===== src/rtl/adc_sram_capture.sv =====
// Decimating, optionally triggered ADC capture into shared SRAM through a small sample FIFO.
// Samples reach the FIFO 2 clocks after adc_data; a full FIFO drops samples and sets overrun; bus_gnt stalls only the write side.

module adc_sram_fifo #(
  parameter int LOG2 = 2,
  parameter int W    = 8
) (
  input  logic         clk,
  input  logic         reset,
  input  logic         flush,
  input  logic         push_vld,
  input  logic [W-1:0] push_dat,
  input  logic         pop_rdy,
  output logic [W-1:0] pop_dat,
  output logic         full,
  output logic         empty
);
  localparam int DEPTH = 1 << LOG2;

  logic [W-1:0]    mem [DEPTH];
  logic [LOG2-1:0] wr_ptr, rd_ptr;
  logic [LOG2:0]   cnt;
  logic            do_push, do_pop;

  // full/empty come from the occupancy before the edge, so push and pop on one clock both land
  assign full    = cnt[LOG2];
  assign empty   = (cnt == '0);
  assign do_push = push_vld && !full;
  assign do_pop  = pop_rdy && !empty;
  assign pop_dat = mem[rd_ptr];

  always_ff @(posedge clk or negedge reset) begin
    if (!reset) begin
      wr_ptr <= '0;
      rd_ptr <= '0;
      cnt    <= '0;
    end else if (flush) begin
      wr_ptr <= '0;
      rd_ptr <= '0;
      cnt    <= '0;
    end else begin
      if (do_push) wr_ptr <= wr_ptr + 1'b1;
      if (do_pop)  rd_ptr <= rd_ptr + 1'b1;
      cnt <= cnt + {{LOG2{1'b0}}, do_push} - {{LOG2{1'b0}}, do_pop};
    end
  end

  always_ff @(posedge clk) begin
    if (do_push && !flush) mem[wr_ptr] <= push_dat;
  end
endmodule

module adc_sram_capture #(
  parameter int FIFO_LOG2 = 2,
  parameter int ADDR_W    = 16
) (
  input  logic              clk,
  input  logic              reset,
  input  logic [7:0]        adc_data,
  input  logic              arm,
  input  logic [ADDR_W-1:0] base_addr,
  input  logic [15:0]       length,
  input  logic [7:0]        decim,
  input  logic              trig_en,
  input  logic [7:0]        trig_level,
  output logic              bus_req,
  input  logic              bus_gnt,
  output logic [ADDR_W-1:0] addr,
  output logic [7:0]        sram_dout,
  output logic              sram_oe,
  output logic              busy,
  output logic              done,
  output logic              overrun,
  output logic [15:0]       wr_count
);
  typedef struct packed {
    logic [ADDR_W-1:0] base;
    logic [15:0]       len;
    logic [7:0]        decim;
    logic [7:0]        lvl;
  } cfg_t;

  typedef enum logic [1:0] {C_IDLE, C_WAIT_TRIG, C_RUN, C_DRAIN} cap_state_t;
  typedef enum logic [2:0] {W_IDLE, W_REQ, W_SETUP, W_STROBE, W_HOLD} wr_state_t;

  cfg_t        cfg;
  cap_state_t  cst, cst_nxt;
  wr_state_t   wst, wst_nxt;
  logic [7:0]  s1, s0;
  logic        prev_vld;
  logic [7:0]  dec_cnt;
  logic        keep, trig_hit, last_accept;
  logic [15:0] acc_cnt, wr_count_nxt;
  logic        push_vld, pop_rdy, set_done;
  logic        fifo_full, fifo_empty;
  logic [7:0]  fifo_dat;
  logic [ADDR_W-1:0] addr_q;
  logic [7:0]  dat_q;
  logic        wr_active;

  adc_sram_fifo #(.LOG2(FIFO_LOG2), .W(8)) u_fifo (
    .clk      (clk),
    .reset    (reset),
    .flush    (arm),
    .push_vld (push_vld),
    .push_dat (s1),
    .pop_rdy  (pop_rdy),
    .pop_dat  (fifo_dat),
    .full     (fifo_full),
    .empty    (fifo_empty)
  );

  assign keep        = (dec_cnt == 8'd0);
  assign trig_hit    = keep && prev_vld && (s0 < cfg.lvl) && (s1 >= cfg.lvl);
  assign last_accept = !fifo_full && (acc_cnt == cfg.len - 16'd1);

  always_comb begin
    cst_nxt  = cst;
    push_vld = 1'b0;
    set_done = 1'b0;
    case (cst)
      C_IDLE: ;
      C_WAIT_TRIG: begin
        if (trig_hit) begin
          push_vld = 1'b1;
          cst_nxt  = last_accept ? C_DRAIN : C_RUN;
        end
      end
      C_RUN: begin
        if (keep) begin
          push_vld = 1'b1;
          if (last_accept) cst_nxt = C_DRAIN;
        end
      end
      C_DRAIN: begin
        if (fifo_empty && (wst == W_IDLE)) begin
          cst_nxt  = C_IDLE;
          set_done = 1'b1;
        end
      end
      default: cst_nxt = C_IDLE;
    endcase
    if (arm) begin
      push_vld = 1'b0;
      set_done = 1'b0;
      if (length == 16'd0) cst_nxt = C_IDLE;
      else                 cst_nxt = trig_en ? C_WAIT_TRIG : C_RUN;
    end
  end

  always_ff @(posedge clk or negedge reset) begin
    if (!reset) begin
      cst      <= C_IDLE;
      cfg      <= '0;
      s1       <= '0;
      s0       <= '0;
      prev_vld <= 1'b0;
      dec_cnt  <= '0;
      acc_cnt  <= '0;
      done     <= 1'b0;
      overrun  <= 1'b0;
    end else begin
      cst <= cst_nxt;
      s1  <= adc_data;
      if (arm) begin
        cfg      <= '{base: base_addr, len: length, decim: decim, lvl: trig_level};
        dec_cnt  <= decim;
        prev_vld <= 1'b0;
        acc_cnt  <= '0;
        done     <= (length == 16'd0);
        overrun  <= 1'b0;
      end else begin
        if (keep) begin
          dec_cnt  <= cfg.decim;
          s0       <= s1;
          prev_vld <= 1'b1;
        end else begin
          dec_cnt <= dec_cnt - 8'd1;
        end
        if (push_vld && !fifo_full) acc_cnt <= acc_cnt + 16'd1;
        if (push_vld && fifo_full)  overrun <= 1'b1;
        if (set_done)               done    <= 1'b1;
      end
    end
  end

  assign busy = (cst != C_IDLE);

  always_comb begin
    wst_nxt = wst;
    pop_rdy = 1'b0;
    case (wst)
      W_IDLE:   if (!fifo_empty) wst_nxt = W_REQ;
      W_REQ: begin
        if (bus_gnt && !fifo_empty) begin
          pop_rdy = 1'b1;
          wst_nxt = W_SETUP;
        end
      end
      W_SETUP:  wst_nxt = W_STROBE;
      W_STROBE: wst_nxt = W_HOLD;
      W_HOLD: begin
        // keep the grant and chain straight into the next write when data is waiting
        if (!fifo_empty) begin
          pop_rdy = 1'b1;
          wst_nxt = W_SETUP;
        end else begin
          wst_nxt = W_IDLE;
        end
      end
      default:  wst_nxt = W_IDLE;
    endcase
    if (arm) begin
      wst_nxt = W_IDLE;
      pop_rdy = 1'b0;
    end
  end

  assign wr_count_nxt = wr_count + {15'd0, (wst == W_HOLD)};

  always_ff @(posedge clk or negedge reset) begin
    if (!reset) begin
      wst      <= W_IDLE;
      wr_count <= '0;
      addr_q   <= '0;
      dat_q    <= '0;
    end else begin
      wst <= wst_nxt;
      if (arm) begin
        wr_count <= '0;
      end else begin
        wr_count <= wr_count_nxt;
        if (pop_rdy) begin
          addr_q <= cfg.base + ADDR_W'(wr_count_nxt);
          dat_q  <= fifo_dat;
        end
      end
    end
  end

  // address/data are zero outside a write so they combine cleanly with the CPU side
  assign wr_active = (wst == W_SETUP) || (wst == W_STROBE) || (wst == W_HOLD);
  assign addr      = wr_active ? addr_q : '0;
  assign sram_dout = wr_active ? dat_q : '0;
  assign sram_oe   = (wst == W_STROBE);
  assign bus_req   = (wst != W_IDLE);
endmodule


===== config.mk =====
export PLATFORM = sky130hd
export DESIGN_NAME = adc_sram_capture
export DESIGN_NICKNAME = d
export VERILOG_FILES = /design/src/rtl/adc_sram_capture.sv
export SDC_FILE = /design/constraint.sdc
export NUM_CORES = 1
export LEC_CHECK = 0
export ABC_AREA = 0
export CORE_UTILIZATION = 51
export CTS_CLUSTER_SIZE = 25
export DETAILED_ROUTE_END_ITERATION = 10
export PLACE_DENSITY = 0.87
export SKIP_CTS_REPAIR_TIMING = 1
export SLEW_MARGIN = 30
export SYNTH_ARGS = -nofsm -noshare
export SYNTH_HDL_FRONTEND = slang
export SYNTH_SLANG_ARGS = --single-unit

===== constraint.sdc =====
create_clock -name clk -period 2.9 [get_ports clk]
set_input_delay 0.58 -clock clk [delete_from_list [all_inputs] [get_ports clk]]
set_output_delay 0.58 -clock clk [all_outputs]
set_load 0.02 [all_outputs]

* Word level (Yosys, flattened, before mapping)
Memories as Yosys holds them, arrays and structs flattened. A register that Yosys moved wholly into a read port is not among the register bits.
Index checks and enable logic that the tools add are counted.
** Operators by class
- Equality and inequality tests :: 14
- Bitwise operators :: 1
- Order comparisons :: 2
- Reduce and logical (&&, ||, !) cells :: 32
- Add/sub/neg operators :: 9
- Muxes and demuxes :: 45
** Operator list (number)
- 16-bit two-way mux :: 4
- 2-bit two-way mux :: 12
- 8-bit two-way mux :: 3
- 1-bit two-way mux :: 18
- 3-bit inequality test, second input constant :: 6
- 16-bit by 1-bit adder with 16-bit output :: 1
- 16-bit by 1-bit adder with 16-bit output, second input constant :: 1
- 16-bit adder :: 1
- 16-bit equality test :: 1
- 16-bit logical NOT :: 1
- 16-bit by 1-bit subtractor with 16-bit output, second input constant :: 1
- 3-bit one-hot mux with 5 select lines :: 1
- 3-bit two-way mux :: 4
- 2-bit nonzero test :: 6
- 1-bit logical AND :: 10
- 8-bit greater-or-equal comparator :: 1
- 8-bit logical NOT :: 1
- 8-bit less-than comparator :: 1
- 8-bit by 1-bit subtractor with 8-bit output, second input constant :: 1
- 3-bit by 2-bit equality test with 1-bit output, second input constant :: 2
- 3-bit logical NOT :: 2
- 2-bit one-hot mux with 3 select lines :: 1
- 2-bit AND reduction :: 3
- 5-bit AND reduction :: 1
- other kinds (13) :: 20
** Storage, ports and cells
- RAM bits :: 32
- Register bits after elaboration :: 135
- Input bits :: 61
- Output and inout port bits :: 45
- Memories :: 1
** Memories
- u_fifo.mem :: depth 4, bits a word 8, read ports 1, clocked after memory_dff 1, write ports 1, RTL line 20 : logic [W-1:0] mem [DEPTH];

* Logic depth before layout (Yosys ltp)
- Word-level depth :: 11
- Depth in mapped cells :: 16
- Mapped depth without buffers :: 16

* By module
A second synthesis with hierarchy kept.
** Unflattened totals
- Cells, all modules :: 840
- Area, all modules :: 9041.2 sq um
** By module, submodules not included
- adc_sram_capture :: instances 1, cells an instance 752, area each 7414.6 sq um
- adc_sram_fifo :: instances 1, cells an instance 88, area each 1626.6 sq um

* Worst setup path before layout
No wires, ideal clock.
- Path type :: register -> register
- From :: register wst[0]
- To :: register addr_q[14]
- Slack :: -0.250 ns
- Clock period less this slack :: 3.150 ns
- Cell stages (with the launch flop) :: 16
- Arrival :: 3.015 ns
- Buffers on the path :: 0
- Cells stage by stage :: dfrtp_1 > nor3b_1 > ha_1 > ha_1 > nand3_1 > nor2_1 > and3_1 > nand3_1 > xnor2_1 > ha_1 > and3_1 > a31oi_1 > a21oi_1 > a21oi_1 > xor2_1 > o21ai_0
** Between the ends
- Cells in the longest elaborated chain, start to end :: 4
- Elaborated cells between the ends (all ways) :: 7
- Those cells by class :: 2 x add/sub; 2 x eq/ne; 2 x mux; 1 x reduce/logical
** Ends and longest elaborated chain
- start: declaration :: RTL line 88 : wr_state_t wst, wst_nxt;
- start signal: assignment :: RTL line 228 : wst <= wst_nxt;
- parallel branches: the longest is 4 deep, another holds 16-bit by 1-bit adder with 16-bit output
- end signal: assignment :: RTL line 234 : addr_q <= cfg.base + ADDR_W'(wr_count_nxt);
- end: declaration :: RTL line 97 : logic [ADDR_W-1:0] addr_q;
Parallel ways; which one is timed is not known.
A chain may end at the register's enable or synchronous reset.

* Worst setup path in the final report
- From :: register wst[0]
- To :: register addr_q[15]
Same word-level chain as after synthesis.

==> run metrics <==
CP max stage cell=ha_1; routed vias=6938; IO Count=around 110; slew of the pin with the lowest slew margin=between 500 and 600 ps; cells after synthesis=between 800 and 900; Lkg Pwr=5.24 nW; f_max=approximately 310 MHz; vias in the first global route=between 6000 and 7000; CTS sink count=175; CP Launch Type=register; count of final setup violators=7; final core utilization=roughly two thirds; core area=approximately 0.017 mm^2; GPL Wtd Cong=between 0.8 and 0.9; mapped cell area=between 0.009 and 0.01 mm^2; Yosys cell types=62; Buf/Inv on CP=0; Syn-to-layout area delta=30.0%; EDFF count, synth=32; row count=48; htree depth=4; Initial Util=approximately 53%; Place WS=-157 ps; routed vias/inst=about 5.5; RSZ-0062 raised after global routing=yes; largest net degree at the start of global routing=approximately 120; CP max stage delay=between 400 and 500 ps; placed wire-length estimate=14.8 mm; WHS=between 90 and 100 ps; post-place instance area=0.0110 mm^2; max-slew violations=0; share of layout cells above drive strength 1=21.6%; later-pin clock latency in the skew report=~440 ps; CP delay by family, top=simple AND/OR/NAND/NOR gates; clock root buffer=clkbuf_16; clock buffer count from CTS=17; first-pass GRT wire length=approximately 34 mm; Synth async-reset ratio=between 80% and 90%; critical path endpoint category=register; Longest Clk Path Bufs=2; max-cap violations=0; # placed instances=roughly 1200; final instance count without filler cells=about 1300; sequential fraction of the synthesis area=between 40% and 50%; WL per Instance=between 15 and 20 um; largest fanout on the critical path=5; DRT Pass-1 Iters=5; worst path cell trace=nor3b_2 -> ha_2 -> and3_1 -> nand3_2 -> nor2_4 -> nand3_1 -> xnor2_1 -> ha_1 -> nand3_1 -> o21ai_2 -> a41oi_2 -> a21oi_2 -> xnor2_1 -> o21ai_1; NumNets Final=approximately 1100; Iteration-0 DRC Markers=around 360; CTS tree=built; Clock transition at path regs=~70 ps; All-Layer GR Usage=between 20% and 30%; final hold violation count=0; failing checks=setup timing; Die ar.=roughly 0.019 mm^2; cell area after layout=between 0.01 and 0.015 mm^2; WP data required=approximately 3200 ps; Die Y=roughly 140 um; register bit total from synthesis=approximately 180; Routed WL=roughly 22 mm; Buffers on Ports=approximately 110; syn avg cell area=approximately 11 um^2; final worst path period share=110%; dominant synthesized flop cell=dfrtp_1; pwr dens=about 520 mW/mm^2; crit path kind=reg -> reg; Critical Path AT=around 3500 ps; antenna violations before repair=1; final worst slack=-289 ps; Worst Hold Class=in -> async; Yosys Warn Count=0; DRC violation count after routing=0; outcome=complete, but fails checks; Tmin final=approximately 3200 ps; Die Wd=about 140 um; Peak VDD IR=just over 0.5 mV; ANT nets after route=0; Slew HR=about three fifths; clk_skew=~16 ps; GR Overflow Total=0; syn nets=slightly below 1000
synthesized netlist by cell type (all sizes together), types with 6 or more instances:
master	instances	area, um^2
xor2	29	254
buf	7	38.8
a211oi	9	77.6
ha	47	588
and2	19	119
inv	42	158
nand2b	7	43.8
or3	6	37.5
and3	8	50.1
clkbuf	23	87.6
nand2	84	315
nor2b	40	250
nand4	13	96.3
o21ai	57	285
dfrtp	143	3580
xnor2	30	263
nand3	22	123
a21oi	30	150
edfxtp	32	961
nor2	62	233
a31oi	7	43.8
nor3	22	110
nor4	14	136
mux4	8	180
mux2	47	529
a21o	10	75.1
through the flow:
stage	total power [mW]	TNS, ps
global route	6.44	-2510
CTS	6.17	-952
finish	6.19	-1220
global placement	3.65	-369
detailed placement	3.69	-851
floorplan	3.32	-23.9
per-layer routing:
metal	GRT usage, %	up-vias	part of all wire (%)
met2	40.9	202	50
met1	30.5	3348	42
met4	7.96	0	2.8
met5	0	-	0
met3	5.37	51	4.6
li1	-	3337	-
sequential cells by signal (all words and copies together) (netlist names):
register       cells
cfg               48
cst                2
u_fifo.rd_ptr      2
done               1
s1                 8
s0                 8
dec_cnt            8
overrun            1
dat_q              8
addr_q            16
u_fifo.cnt         3
acc_cnt           16
wr_count          16
wst                3
u_fifo.wr_ptr      2
prev_vld           1
u_fifo.mem        32
placed cells by master, fill, tap and decap left out, types with 7 or more instances in the layout:
cell type and count:
edfxtp_1 32, o21ai_0 45, dfrtp_1 143, inv_1 40, nor2_1 57, mux2_2 47, clkbuf_16 17, buf_4 61
xor2_1 26, nand2b_1 7, o21ai_1 8, ha_1 40, and2_1 19, nor2b_1 40, xnor2_1 26, nor3_1 20
a21o_1 10, nand4_1 12, mux4_2 8, clkdlybuf4s50_1 99, a21oi_1 24, nand2_1 83, nand3_1 18, nor4_1 8
worst paths after layout:
| path | depth (start not counted) | slack, ps | endpoint | start |
|---|---|---|---|---|
| max | 14 | -290 | addr_q[15]$_DFFE_PN0P_ | wst[0]$_DFFE_PN0P_ |
| min | 1 | 90 | dat_q[4]$_DFFE_PN0P_ | reset |
| max reg2reg | 14 | -290 | addr_q[15]$_DFFE_PN0P_ | wst[0]$_DFFE_PN0P_ |
| min reg2reg | 2 | 470 | dat_q[7]$_DFFE_PN0P_ | dat_q[7]$_DFFE_PN0P_ |
| max in group asynchronous | 2 | 2050 | cfg[10]$_DFFE_PN0P_ | reset |
| min in group clk | 2 | 470 | dat_q[7]$_DFFE_PN0P_ | dat_q[7]$_DFFE_PN0P_ |
cells by family (layout without fill, tap and decap cells):
group | Yosys count | in the layout | synth area share, %
XOR/XNOR | 59 | 59 | 5.62
adder cells (fa/ha/maj) | 49 | 49 | 6.83
multiplexers | 59 | 59 | 8.15
AO/OA/AOI/OAI | 131 | 131 | 8.67
buffers and inverters | 72 | 245 | 3.09
AND/OR/NAND/NOR | 316 | 316 | 18.3
flip-flops | 175 | 175 | 49.4
other | 0 | 1 | 0
area by class of cell:
| type | instances | area (um^2) |
|---|---|---|
| repair buffers | 171 | 1630 |
| well taps | 225 | 282 |
| multi-input cells | 614 | 4710 |
| flip-flops and latches | 175 | 4540 |
| inverters | 42 | 158 |
| clock buffers | 18 | 429 |
| clock inverters | 14 | 205 |
| fillers | 1252 | 5520 |
| diodes | 1 | 2.50 |
where the power goes:
| group | internal (mW) | leakage [nW] | switching, mW |
|---|---|---|---|
| clock | 1.46 | 0.301 | 1.02 |
| combinational | 0.460 | 2.80 | 0.482 |
| sequential | 2.65 | 2.14 | 0.124 |
Note: power is estimated with default switching activity, not from simulation.
